==> src/rtl/csr_file.sv <==
// csr_file: machine-mode CSR file and trap responder for the RV64 pipeline.
//
// Services the CSR control bundle of the instruction committing in writeback:
// CSR read/modify/write, exception and interrupt entry, and mret. Returns the
// pre-update CSR value for register writeback, issues a registered one-cycle
// PC redirect (pipeline flush), and reports enabled pending interrupts to fetch.
//
// Ports:
//   clk, reset        rising-edge clock, asynchronous active-high reset
//   req_valid         committing instruction carries a valid CSR bundle
//   req_ctype         NONE / EXCEPTION / INTERUPT / RET / CSR_INSTR
//   req_op            CSRRW / CSRRC / CSRRS
//   req_imm           1 = source is req_zimm, 0 = source is req_rs1
//   req_csra          CSR address
//   req_zimm          5-bit immediate source (zero-extended)
//   req_rs1           rs1 source value
//   req_code          exception/interrupt cause code
//   req_pc            PC of the committing instruction
//   irq               {trint, swint, exint}, level-sensitive
//   rdata             combinational pre-update value of req_csra
//   redirect_valid    registered one-cycle redirect pulse
//   redirect_pc       redirect target, valid with redirect_valid
//   pending_int       mstatus.MIE & |(mip & mie)
//   int_code          highest-priority pending enabled interrupt (11 > 3 > 7), 0 if none
module csr_file #(
    parameter logic [63:0] RESET_MTVEC = 64'h0,
    parameter logic [63:0] HARTID      = 64'h0
) (
    input  logic        clk,
    input  logic        reset,
    input  logic        req_valid,
    input  logic [2:0]  req_ctype,
    input  logic [1:0]  req_op,
    input  logic        req_imm,
    input  logic [11:0] req_csra,
    input  logic [4:0]  req_zimm,
    input  logic [63:0] req_rs1,
    input  logic [3:0]  req_code,
    input  logic [63:0] req_pc,
    input  logic [2:0]  irq,
    output logic [63:0] rdata,
    output logic        redirect_valid,
    output logic [63:0] redirect_pc,
    output logic        pending_int,
    output logic [3:0]  int_code
);

    localparam logic [2:0] CtNone      = 3'd0;
    localparam logic [2:0] CtException = 3'd1;
    localparam logic [2:0] CtInterupt  = 3'd2;
    localparam logic [2:0] CtRet       = 3'd3;
    localparam logic [2:0] CtCsrInstr  = 3'd4;

    localparam logic [1:0] OpRw = 2'd0;
    localparam logic [1:0] OpRc = 2'd1;
    localparam logic [1:0] OpRs = 2'd2;

    localparam logic [11:0] AddrMstatus  = 12'h300;
    localparam logic [11:0] AddrMie      = 12'h304;
    localparam logic [11:0] AddrMtvec    = 12'h305;
    localparam logic [11:0] AddrMscratch = 12'h340;
    localparam logic [11:0] AddrMepc     = 12'h341;
    localparam logic [11:0] AddrMcause   = 12'h342;
    localparam logic [11:0] AddrMip      = 12'h344;
    localparam logic [11:0] AddrMcycle   = 12'hB00;
    localparam logic [11:0] AddrMhartid  = 12'hF14;

    localparam logic [63:0] MieMask = 64'h888;

    logic        r_mstatus_mie;
    logic        r_mstatus_mpie;
    logic [63:0] r_mie;
    logic [63:0] r_mtvec;
    logic [63:0] r_mscratch;
    logic [63:0] r_mepc;
    logic [63:0] r_mcause;
    logic [63:0] r_mip;
    logic [63:0] r_mcycle;
    logic        r_redirect_valid;
    logic [63:0] r_redirect_pc;

    logic [63:0] w_mstatus;
    logic [63:0] w_rdata;
    logic [63:0] w_src;
    logic [63:0] w_wdata;
    logic [63:0] w_mip_d;
    logic [63:0] w_int_en;
    logic        w_accept;
    logic        w_csr_wr;
    logic        w_trap;
    logic        w_ret;
    logic        w_redirect_d;
    logic [63:0] w_redirect_pc_d;

    // Read mux; also the "old" operand for set/clear.
    always_comb begin
        // MPP is hardwired to machine mode.
        w_mstatus = {51'b0, 2'b11, 3'b0, r_mstatus_mpie, 3'b0, r_mstatus_mie, 3'b0};
        w_rdata   = 64'b0;
        case (req_csra)
            AddrMstatus:  w_rdata = w_mstatus;
            AddrMie:      w_rdata = r_mie;
            AddrMtvec:    w_rdata = r_mtvec;
            AddrMscratch: w_rdata = r_mscratch;
            AddrMepc:     w_rdata = r_mepc;
            AddrMcause:   w_rdata = r_mcause;
            AddrMip:      w_rdata = r_mip;
            AddrMcycle:   w_rdata = r_mcycle;
            AddrMhartid:  w_rdata = HARTID;
            default:      w_rdata = 64'b0;
        endcase
    end

    assign rdata = w_rdata;

    // Modify stage of read/modify/write.
    always_comb begin
        w_src   = req_imm ? {59'b0, req_zimm} : req_rs1;
        w_wdata = w_rdata;
        case (req_op)
            OpRw:    w_wdata = w_src;
            OpRs:    w_wdata = w_rdata | w_src;
            OpRc:    w_wdata = w_rdata & ~w_src;
            default: w_wdata = w_rdata;
        endcase
    end

    always_comb begin
        w_mip_d     = 64'b0;
        w_mip_d[11] = irq[0];
        w_mip_d[3]  = irq[1];
        w_mip_d[7]  = irq[2];
    end

    // Requests seen while a redirect is out belong to squashed instructions.
    always_comb begin
        w_accept        = req_valid && !r_redirect_valid;
        w_csr_wr        = 1'b0;
        w_trap          = 1'b0;
        w_ret           = 1'b0;
        w_redirect_d    = 1'b0;
        w_redirect_pc_d = r_redirect_pc;
        if (w_accept) begin
            case (req_ctype)
                CtCsrInstr: begin
                    w_csr_wr        = 1'b1;
                    w_redirect_d    = 1'b1;
                    w_redirect_pc_d = req_pc + 64'd4;
                end
                CtException, CtInterupt: begin
                    w_trap          = 1'b1;
                    w_redirect_d    = 1'b1;
                    w_redirect_pc_d = {r_mtvec[63:2], 2'b00};
                end
                CtRet: begin
                    w_ret           = 1'b1;
                    w_redirect_d    = 1'b1;
                    w_redirect_pc_d = r_mepc;
                end
                CtNone:  ;
                default: ;
            endcase
        end
    end

    always_ff @(posedge clk or posedge reset) begin
        if (reset) begin
            r_mstatus_mie    <= 1'b0;
            r_mstatus_mpie   <= 1'b0;
            r_mie            <= 64'b0;
            r_mtvec          <= RESET_MTVEC;
            r_mscratch       <= 64'b0;
            r_mepc           <= 64'b0;
            r_mcause         <= 64'b0;
            r_mip            <= 64'b0;
            r_mcycle         <= 64'b0;
            r_redirect_valid <= 1'b0;
            r_redirect_pc    <= 64'b0;
        end else begin
            r_mip            <= w_mip_d;
            r_redirect_valid <= w_redirect_d;
            r_redirect_pc    <= w_redirect_pc_d;

            // A software write to mcycle wins over the increment.
            if (w_csr_wr && req_csra == AddrMcycle) begin
                r_mcycle <= w_wdata;
            end else begin
                r_mcycle <= r_mcycle + 64'd1;
            end

            if (w_csr_wr) begin
                case (req_csra)
                    AddrMstatus: begin
                        r_mstatus_mie  <= w_wdata[3];
                        r_mstatus_mpie <= w_wdata[7];
                    end
                    AddrMie:      r_mie      <= w_wdata & MieMask;
                    AddrMtvec:    r_mtvec    <= w_wdata;
                    AddrMscratch: r_mscratch <= w_wdata;
                    AddrMepc:     r_mepc     <= {w_wdata[63:2], 2'b00};
                    AddrMcause:   r_mcause   <= w_wdata;
                    default:      ;
                endcase
            end

            if (w_trap) begin
                r_mepc         <= req_pc;
                r_mcause       <= {(req_ctype == CtInterupt), 59'b0, req_code};
                r_mstatus_mpie <= r_mstatus_mie;
                r_mstatus_mie  <= 1'b0;
            end

            if (w_ret) begin
                r_mstatus_mie  <= r_mstatus_mpie;
                r_mstatus_mpie <= 1'b1;
            end
        end
    end

    assign redirect_valid = r_redirect_valid;
    assign redirect_pc    = r_redirect_pc;

    // Fixed priority: external > software > timer.
    always_comb begin
        w_int_en    = r_mip & r_mie;
        pending_int = r_mstatus_mie && (w_int_en != 64'b0);
        int_code    = 4'd0;
        if (pending_int) begin
            if (w_int_en[11]) begin
                int_code = 4'd11;
            end else if (w_int_en[3]) begin
                int_code = 4'd3;
            end else begin
                int_code = 4'd7;
            end
        end
    end

endmodule
==> config.mk <==
export PLATFORM = sky130hd
export DESIGN_NAME = csr_file
export DESIGN_NICKNAME = d
export VERILOG_FILES = /design/src/rtl/csr_file.sv
export SDC_FILE = /design/constraint.sdc
export NUM_CORES = 1
export LEC_CHECK = 0
export BUFFER_PORTS_ARGS = -buffer_cell sky130_fd_sc_hd__buf_2
export CORE_ASPECT_RATIO = 0.9
export CORE_MARGIN = 2
export CORE_UTILIZATION = 40
export CTS_BUF_LIST = sky130_fd_sc_hd__clkbuf_2
export DETAILED_ROUTE_END_ITERATION = 8
export SETUP_SLACK_MARGIN = 0.3
export SLEW_MARGIN = 20
export SYNTH_ARGS = -nofsm -noshare
export SYNTH_HDL_FRONTEND = slang
export SYNTH_SLANG_ARGS = --single-unit
==> constraint.sdc <==
create_clock -name clk -period 42.2 [get_ports clk]
set_input_delay 8.44 -clock clk [delete_from_list [all_inputs] [get_ports clk]]
set_output_delay 8.44 -clock clk [all_outputs]
set_load 0.03 [all_outputs]
# After elaboration in Yosys (flattened, before gate mapping)
# Cells that the tools add are included.
[word_totals]
ff_bits = 393
latchBits = 0
mem_bits_rw = 0
rom_bits = 0
input_bits = 161
out_inout_bits = 134
memories = 0
[op_classes]
n_addsub = 2
n_mul = 0
div_mod_pow = 0
n_lt_le_gt_ge = 0
n_eq_ne = 14
shifts = 0
mux = 30
bitwise = 4
reduce_logical = 21
[ops]
columns = ["op", "count"]
rows = [
  ["$mux 64", 8],
  ["$pmux 64 s8", 1],
  ["$pmux 64 s3", 2],
  ["$eq 12x10->1 const B", 7],
  ["$add 64x1->64 const B", 1],
  ["$add 64x3->64 const B", 1],
  ["$and 64x64->64", 1],
  ["$not 64->64", 1],
  ["$or 64x64->64", 1],
  ["$reduce_bool 64->1", 1],
  ["$mux 1", 16],
  ["$reduce_and 2->1", 7],
  ["$and 12x12->12", 1],
  ["$eq 12x12->1 const B", 1],
  ["$reduce_bool 3->1", 3],
  ["$mux 4", 2],
  ["$eq 3x2->1 const B", 2],
  ["$reduce_bool 2->1", 3],
  ["$reduce_or 4->1", 1],
  ["$eq 3x1->1 const B", 1],
  ["$eq 3x3->1 const B", 1],
  ["$logic_and 1x1->1", 3],
  ["$mux 3", 1],
  ["$eq 2x1->1 const B", 1],
  ["4 further kinds", 4],
]

# Logic depth before layout (Yosys ltp)
# Gate-level depths: netlist of the first run.
[depth]
ltp_word = 8
ltp_mapped = 10
depth_no_buf = 7

# Worst setup path after synthesis of the first run
# Ideal clock, no wire load.
[synth_timing]
kind = "input port to output port"
startpoint = "in req_csra[5]"
endpoint = "out rdata[49]"
arrival_time_ns = 10.489
required_ns = 33.760
setup_slack_ns = 23.271
stages = 9
path_buffers = 4
path_cell_list = "or4_4 buf_6 buf_6 nor4_4 buf_6 buf_12 nand2_1 o21ai_0 a221o_1"
[synth_between]
elab_chain_len = 2
[synth_lines]
columns = ["item", "line", "source"]
rows = [
  ["start: declaration", "35", "input logic [11:0] req_csra,"],
  ["$eq 12x12->1 or $eq 12x10->1 (tied branches)", "100", "case (req_csra)"],
  ["$pmux 64 s8 (*)", "100", ""],
  ["end: declaration", "41", "output logic [63:0] rdata,"],
]
# Every way passes the cells marked *; elsewhere a longest branch is shown, timed or not.

# Worst setup path in the final report of the first run
[layout_timing]
startpoint = "in req_csra[0]"
endpoint = "out rdata[43]"
# The elaborated chain is that of the path after synthesis.

==> results_dict.tcl, run 1 <==
set metrics [dict create \
    hpwl_mm 61.9 \
    die_y_um 230 \
    tightestPinTransition_ns 1.14 \
    path_max_fanout 49 \
    clkPwrFrac_pct 32.0 \
    cp.arrival_ns 12.19 \
    die_area_sq_um 58500 \
    vias 22599 \
    grt-ovfl-total 0 \
    period_minus_slack_ns 20.63 \
    cts_resized 0 \
    synthDistinctLibCells 86 \
    clk_path_buf_depth 3 \
    leakagePower_nw 11.5 \
    clk_pin_slew_ns 0.09 \
    synth_seq_cells 393 \
    startpoint_type "primary input" \
    synthMuxAreaShare_pct 4.17 \
    slowest_delay_ns 0.98 \
    grt_pass1_vias 22199 \
    rsz0062_at_grt "no" \
    nets 2925 \
    finClkSkew_ns 0.0644 \
    grt_max_degree 133 \
    syn2layout_area_growth_pct 13.2 \
    p_per_area_nw_per_um2 34.3 \
    grtUsageTotal_pct 31.5 \
    synth_fp_nets 2683 \
    netlist_area_sq_um 22600 \
    post_dp_cell_area_sq_um 24600 \
    drv_slew 0 \
    postRouteAntennaNets 0 \
    clk_latency_ns 1.16 \
    holdWs_ns 0.486 \
    layout.cells.non_filler 3613 \
    post-route-drc-count 0 \
    cts_inserted_buffers 107 \
    synthAdderAreaFrac_pct 0.111 \
    clock.fmax_mhz 48.5 \
    wl_mm 93.0 \
    io_pins 295 \
    internal_power_mw 0.571 \
    slowest_stage "nor4_4" \
    maxCapViolCount 0 \
    finalSetupTns_ns 0 \
    ys.flop_type "dfrtp_1" \
    dp_slack_ns 21.76 \
    yosysTopAreaCell "dfrtp_1" \
    sw_frac_of_total_pct 35.1 \
    drt_first_pass_iters 6 \
    hold_viol_final 0 \
    clock_sinks 393 \
    fin_crit_sh_pct 48.9 \
    design_area_sq_um 25600 \
    drive_above_1_share_pct 23.1 \
    initial_utilization_pct 40.5 \
    core_sq_um 55800 \
    postSynth.asyncResetShare_pct 100 \
    cts_tree "yes" \
    synthSimpleGateAreaFrac_pct 18.7 \
    netlist_top_cells_area "dfrtp_1 (43%), nand2_1 (4.5%), a21oi_1 (4.2%)" \
    path_class "primary input to output pin" \
    drt-wirelength-per-cell_um 25.8 \
    fillers 5560 \
    yosys_warnings 0 \
    row_count 82 \
    antenna_found_initial 12 \
    place_inst 3408 \
    finalSetupViolCount 0 \
    p_sw_mw 0.308 \
    slew_headroom_pct 24.0 \
    cp.required_ns 33.76 \
    htreeDepth 3 \
    drt_iter0_markers 2720 \
    synth_edf_count 0 \
    ir_drop_v 0.0000155 \
    synth_top_family_by_area "compound AO/OA/AOI/OAI gates" \
    status "finished clean" \
    root_buffer "clkbuf_2" \
    fp.dieW_um 255 \
    holdBufCountCts 0 \
    p_comb_share_pct 18.4 \
    grt_pass1_wl_mm 139 \
    cts_setup_buffers 0 \
    critical_path.cell_chain "buf_2 -> buf_4 -> or3b_2 -> nor4_4 -> buf_4 -> a22oi_1 -> nand3_1 -> buf_2" \
    synth-xor-area-share_pct 4.49 \
    synthCells 2520 \
    synth_compound_area_share_pct 24.7 \
    pwr-share-seq_pct 49.6 \
    synth_top_area_share_pct 43.5 \
    gp_congestion 0.896 \
    hold_path.class "flip-flop to flip-flop" \
    vias_per_cell 6.25 \
    yosysSeqAreaShare_pct 43.5 \
    port_buffers 294 \
    fin_ws_ns 21.57 \
    endpoint_kind "output pin" \
    postSynthAreaPerCell_sq_um 8.98 \
]
critical path: cells and delay by family:
kind                   cells  cell delay, ns
and+or+nand+nor            3            1.83
buffers and inverters      4            1.63
AOI/OAI and AO/OA          1            0.23
sequential cells by signal, summed over array words and instances (netlist names):
signal          flops
r_mtvec            64
r_mie               3
r_mepc             64
r_mip               3
redirect_valid      1
r_mstatus_mie       1
r_mscratch         64
r_mstatus_mpie      1
r_mcause           64
redirect_pc        64
r_mcycle           64
power groups by stage:
stage	Sequential (mW)	Clock (mW)	Combinational (mW)
after CTS	0.434	0.286	0.161
after global placement	0.441	0	0.158
after global routing	0.439	0.307	0.174
final	0.436	0.282	0.162
after floorplan	0.457	0	0.0784
after detailed placement	0.442	0	0.160
kinds of logic (layout without fill, tap and decap cells):
family,count (synthesis),count (layout)
xor+xnor,116,116
mux,90,90
simple gates,874,874
other cells,0,12
buf+inv,230,555
flops,393,393
fa+ha+maj,2,2
compound gates,815,815
cells in the final DEF, fill, tap and decap left out, types with 34 or more instances in the layout:
cell / n
buf_2: 294
xnor2_1: 69
a221oi_1: 45
dfrtp_1: 393
a21oi_1: 192
o22ai_1: 53
buf_4: 47
nand4_1: 44
a21o_1: 49
mux2i_1: 56
nor2_1: 211
o21ai_0: 145
a22oi_1: 74
nand2_1: 270
clkbuf_2: 168
mux2_2: 34
xor2_1: 47
nand3_1: 126
area by class of cell:
| class | instances | area, sq um | share of cell area [%] |
|---|---|---|---|
| multi-input combinational | 1897 | 11900 | 46.5 |
| sequential | 393 | 9830 | 38.4 |
| timing repair buffer | 343 | 1860 | 7.27 |
| tap | 756 | 946 | 3.69 |
| clock buffer | 168 | 841 | 3.28 |
| clock inverter | 24 | 118 | 0.459 |
| inverter | 20 | 85.1 | 0.332 |
| antenna | 12 | 30.0 | 0.117 |
cell usage after synthesis (23+ instances only):
| cell | instances |
|---|---|
| a21boi_0 | 25 |
| a21o_1 | 49 |
| a21oi_1 | 192 |
| a221oi_1 | 45 |
| a222oi_1 | 32 |
| a22oi_1 | 74 |
| a31oi_1 | 23 |
| and2_1 | 30 |
| and3_1 | 29 |
| buf_2 | 39 |
| clkbuf_1 | 141 |
| dfrtp_1 | 393 |
| mux2_2 | 34 |
| mux2i_1 | 56 |
| nand2_1 | 274 |
| nand3_1 | 126 |
| nand4_1 | 44 |
| nor2_1 | 216 |
| nor3_1 | 32 |
| o21ai_0 | 145 |
| o21ai_1 | 30 |
| o22ai_1 | 53 |
| xnor2_1 | 69 |
| xor2_1 | 47 |
stage by stage:
stage,util (%),power (mW)
after floorplan,-,0.535
after global placement,44.1,0.599
after detailed placement,44.1,0.602
after CTS,45.8,0.881
after global routing,45.9,0.919
final,45.9,0.879
routing by layer:
layer / routed length, um / GRT usage (%) / share of wire, %
met1: 37900 / 41.7 / 41
met2: 41000 / 47.5 / 44
met3: 9610 / 8.20 / 10
met4: 4460 / 15.7 / 4.8
met5: 43 / 0 / 0.046
path summary, 6_finish.rpt:
kind | startpoint | end | slack (ns) | cells after the start
setup / recovery | req_csra[0] | rdata[43] | 21.57 | 8
hold / removal | redirect_pc[29]$_DFFE_PP0P_ | redirect_pc[29]$_DFFE_PP0P_ | 0.49 | 2
setup reg to reg | redirect_valid$_DFF_PP0_ | r_mepc[13]$_DFFE_PP0P_ | 38.93 | 7
hold reg to reg | redirect_pc[29]$_DFFE_PP0P_ | redirect_pc[29]$_DFFE_PP0P_ | 0.49 | 2
max in group asynchronous | reset | r_mepc[37]$_DFFE_PP0P_ | 32.18 | 4
min in group asynchronous | reset | redirect_pc[6]$_DFFE_PP0P_ | 7.44 | 2
Note: power is estimated with default switching activity, not from simulation.
==> inputs of run 2 (changes only) <==
==> constraint.sdc (replaced) <==
create_clock -name clk -period 19.88 [get_ports clk]
set_input_delay 3.976 -clock clk [delete_from_list [all_inputs] [get_ports clk]]
set_output_delay 3.976 -clock clk [all_outputs]
set_load 0.03 [all_outputs]
==> run 2 against run 1 <==
Net effect:
- clock skew fell by 0.0043 ns
- core utilization fell by 0.081 points
- register-to-register slack got worse by 22 ns
- setup slack got worse by 13 ns
- final area fell by 0.18%
- hold slack got worse by 0.0052 ns
- clock power rose by 120%
- first-iteration DRC count fell by 7.5%
- combinational power rose by 110%
- non-clock buffer count fell by 1
- critical path type unchanged
- critical endpoint unchanged
- highest routed layer is now met4
==> results_dict.tcl, run 2 (synthesized netlist as in run 1, its figures left out) <==
set metrics [dict create \
    design_area_sq_um 25600 \
    row_count 82 \
    leakagePower_nw 11.5 \
    io_pins 295 \
    finalSetupViolCount 0 \
    cts_resized 0 \
    busiest_layer "met2" \
    gp_congestion 0.892 \
    finClkSkew_ns 0.0601 \
    drive_above_1_share_pct 22.7 \
    globalRouteMet1Util_pct 41.7 \
    finalSetupTns_ns 0 \
    wl_mm 92.7 \
    ir_drop_v 0.0000344 \
    cp.required_ns 15.90 \
    rsz0062_at_grt "no" \
    grt_pass1_vias 22045 \
    grt_pass1_wl_mm 139 \
    die_area_sq_um 58500 \
    grt-ovfl-total 0 \
    core_sq_um 55800 \
    p_per_area_nw_per_um2 73.4 \
    post-route-drc-count 0 \
    antenna_found_initial 4 \
    cts_inserted_buffers 107 \
    path_max_fanout 49 \
    drt_iter0_markers 2516 \
    clock_sinks 393 \
    startpoint_type "primary input" \
    drt-wirelength-per-cell_um 25.8 \
    nets 2924 \
    hold_viol_final 0 \
    fin_crit_sh_pct 59.3 \
    grt_util_met3_pct 8.25 \
    vias 22521 \
    grt_max_degree 152 \
    slew_headroom_pct 14.8 \
    fillers 5571 \
    syn2layout_area_growth_pct 13.0 \
    status "finished clean" \
    postRouteAntennaNets 0 \
    hpwl_mm 61.6 \
    final-seq-area_sq_um 9830 \
    post_dp_cell_area_sq_um 24600 \
    grtUsageTotal_pct 31.4 \
    maxCapViolCount 0 \
    tightestPinTransition_ns 1.27 \
    period_minus_slack_ns 11.78 \
    clk_path_buf_depth 3 \
    cp.arrival_ns 7.81 \
    cts_setup_buffers 0 \
    final_cell_mix "dfrtp_1 (393), buf_2 (294), nand2_1 (270), nor2_1 (211), a21oi_1 (192)" \
    hold_path.class "flip-flop to flip-flop" \
    drv_slew 0 \
    multi_input_area_sq_um 11900 \
    fp.dieW_um 255 \
    clk_pin_slew_ns 0.09 \
    cts_tree "yes" \
    initial_utilization_pct 40.5 \
    use_met2_pct 47.9 \
    die_y_um 230 \
    drt_first_pass_iters 9 \
    path_class "primary input to output pin" \
    vias_per_cell 6.28 \
    port_buffers 294 \
    holdBufCountCts 0 \
    mostFrequentLayoutCell "dfrtp_1" \
    endpoint_kind "output pin" \
    htreeDepth 3 \
    clock.fmax_mhz 84.9 \
    root_buffer "clkbuf_2" \
    clk_latency_ns 1.13 \
]
run 2: critical path: stages:
cell	delay, ns
buf_2	0.08
buf_4	0.48
or3b_2	0.58
nor4_4	1.09
buf_4	0.82
a22oi_1	0.24
nand3_1	0.25
buf_2	0.24
run 2: where the power goes:
part | internal, mW | switching (mW) | leakage, nW
clock network | 0.246 | 0.365 | 0.726
logic | 0.113 | 0.229 | 5.73
registers | 0.863 | 0.0607 | 5.04
total | 1.22 | 0.655 | 11.5
run 2: metrics by stage:
step	hold slack (ns)	util, %	power (mW)	worst slack [ns]	std cells
6_report	0.481	45.8	1.88	8.10	3588
5_1_grt	0.508	45.8	1.96	8.13	3588
4_1_cts	0.488	45.8	1.88	8.24	3584
3_5_place_dp	0.464	44.1	1.28	8.25	3406
3_3_place_gp	0.459	44.1	1.27	8.34	3406
2_1_floorplan	0.446	-	1.14	4.98	2520
run 2: area by class of cell:
| type | instances | area share (%) |
|---|---|---|
| Clock buffer | 155 | 3.03 |
| Multi-Input combinational cell | 1897 | 46.5 |
| Timing Repair Buffer | 342 | 7.27 |
| Antenna cell | 2 | 0.0196 |
| Sequential cell | 393 | 38.4 |
| Tap cell | 756 | 3.70 |
| Inverter | 20 | 0.333 |
| Clock inverter | 23 | 0.690 |
run 2: per-layer routing:
| layer | up-vias | wire length (um) |
|---|---|---|
| li1 | 9824 | - |
| met1 | 11144 | 38000 |
| met2 | 1276 | 41500 |
| met3 | 277 | 9080 |
| met4 | 0 | 4080 |
| met5 | - | 0 |
run 2: final timing paths:
check                                               to                        start  depth (start not counted)  slack (ns)
min in group asynchronous   redirect_pc[2]$_DFFE_PP0P_                        reset                          2        2.97
min                        redirect_pc[17]$_DFFE_PP0P_  redirect_pc[17]$_DFFE_PP0P_                          2        0.48
max reg2reg                      r_mepc[8]$_DFFE_PP0P_     redirect_valid$_DFF_PP0_                          7       16.65
max in group asynchronous     r_mcause[42]$_DFFE_PP0P_                        reset                          4       14.81
max                                          rdata[43]                  req_csra[0]                          8        8.10
min reg2reg                redirect_pc[17]$_DFFE_PP0P_  redirect_pc[17]$_DFFE_PP0P_                          2        0.48
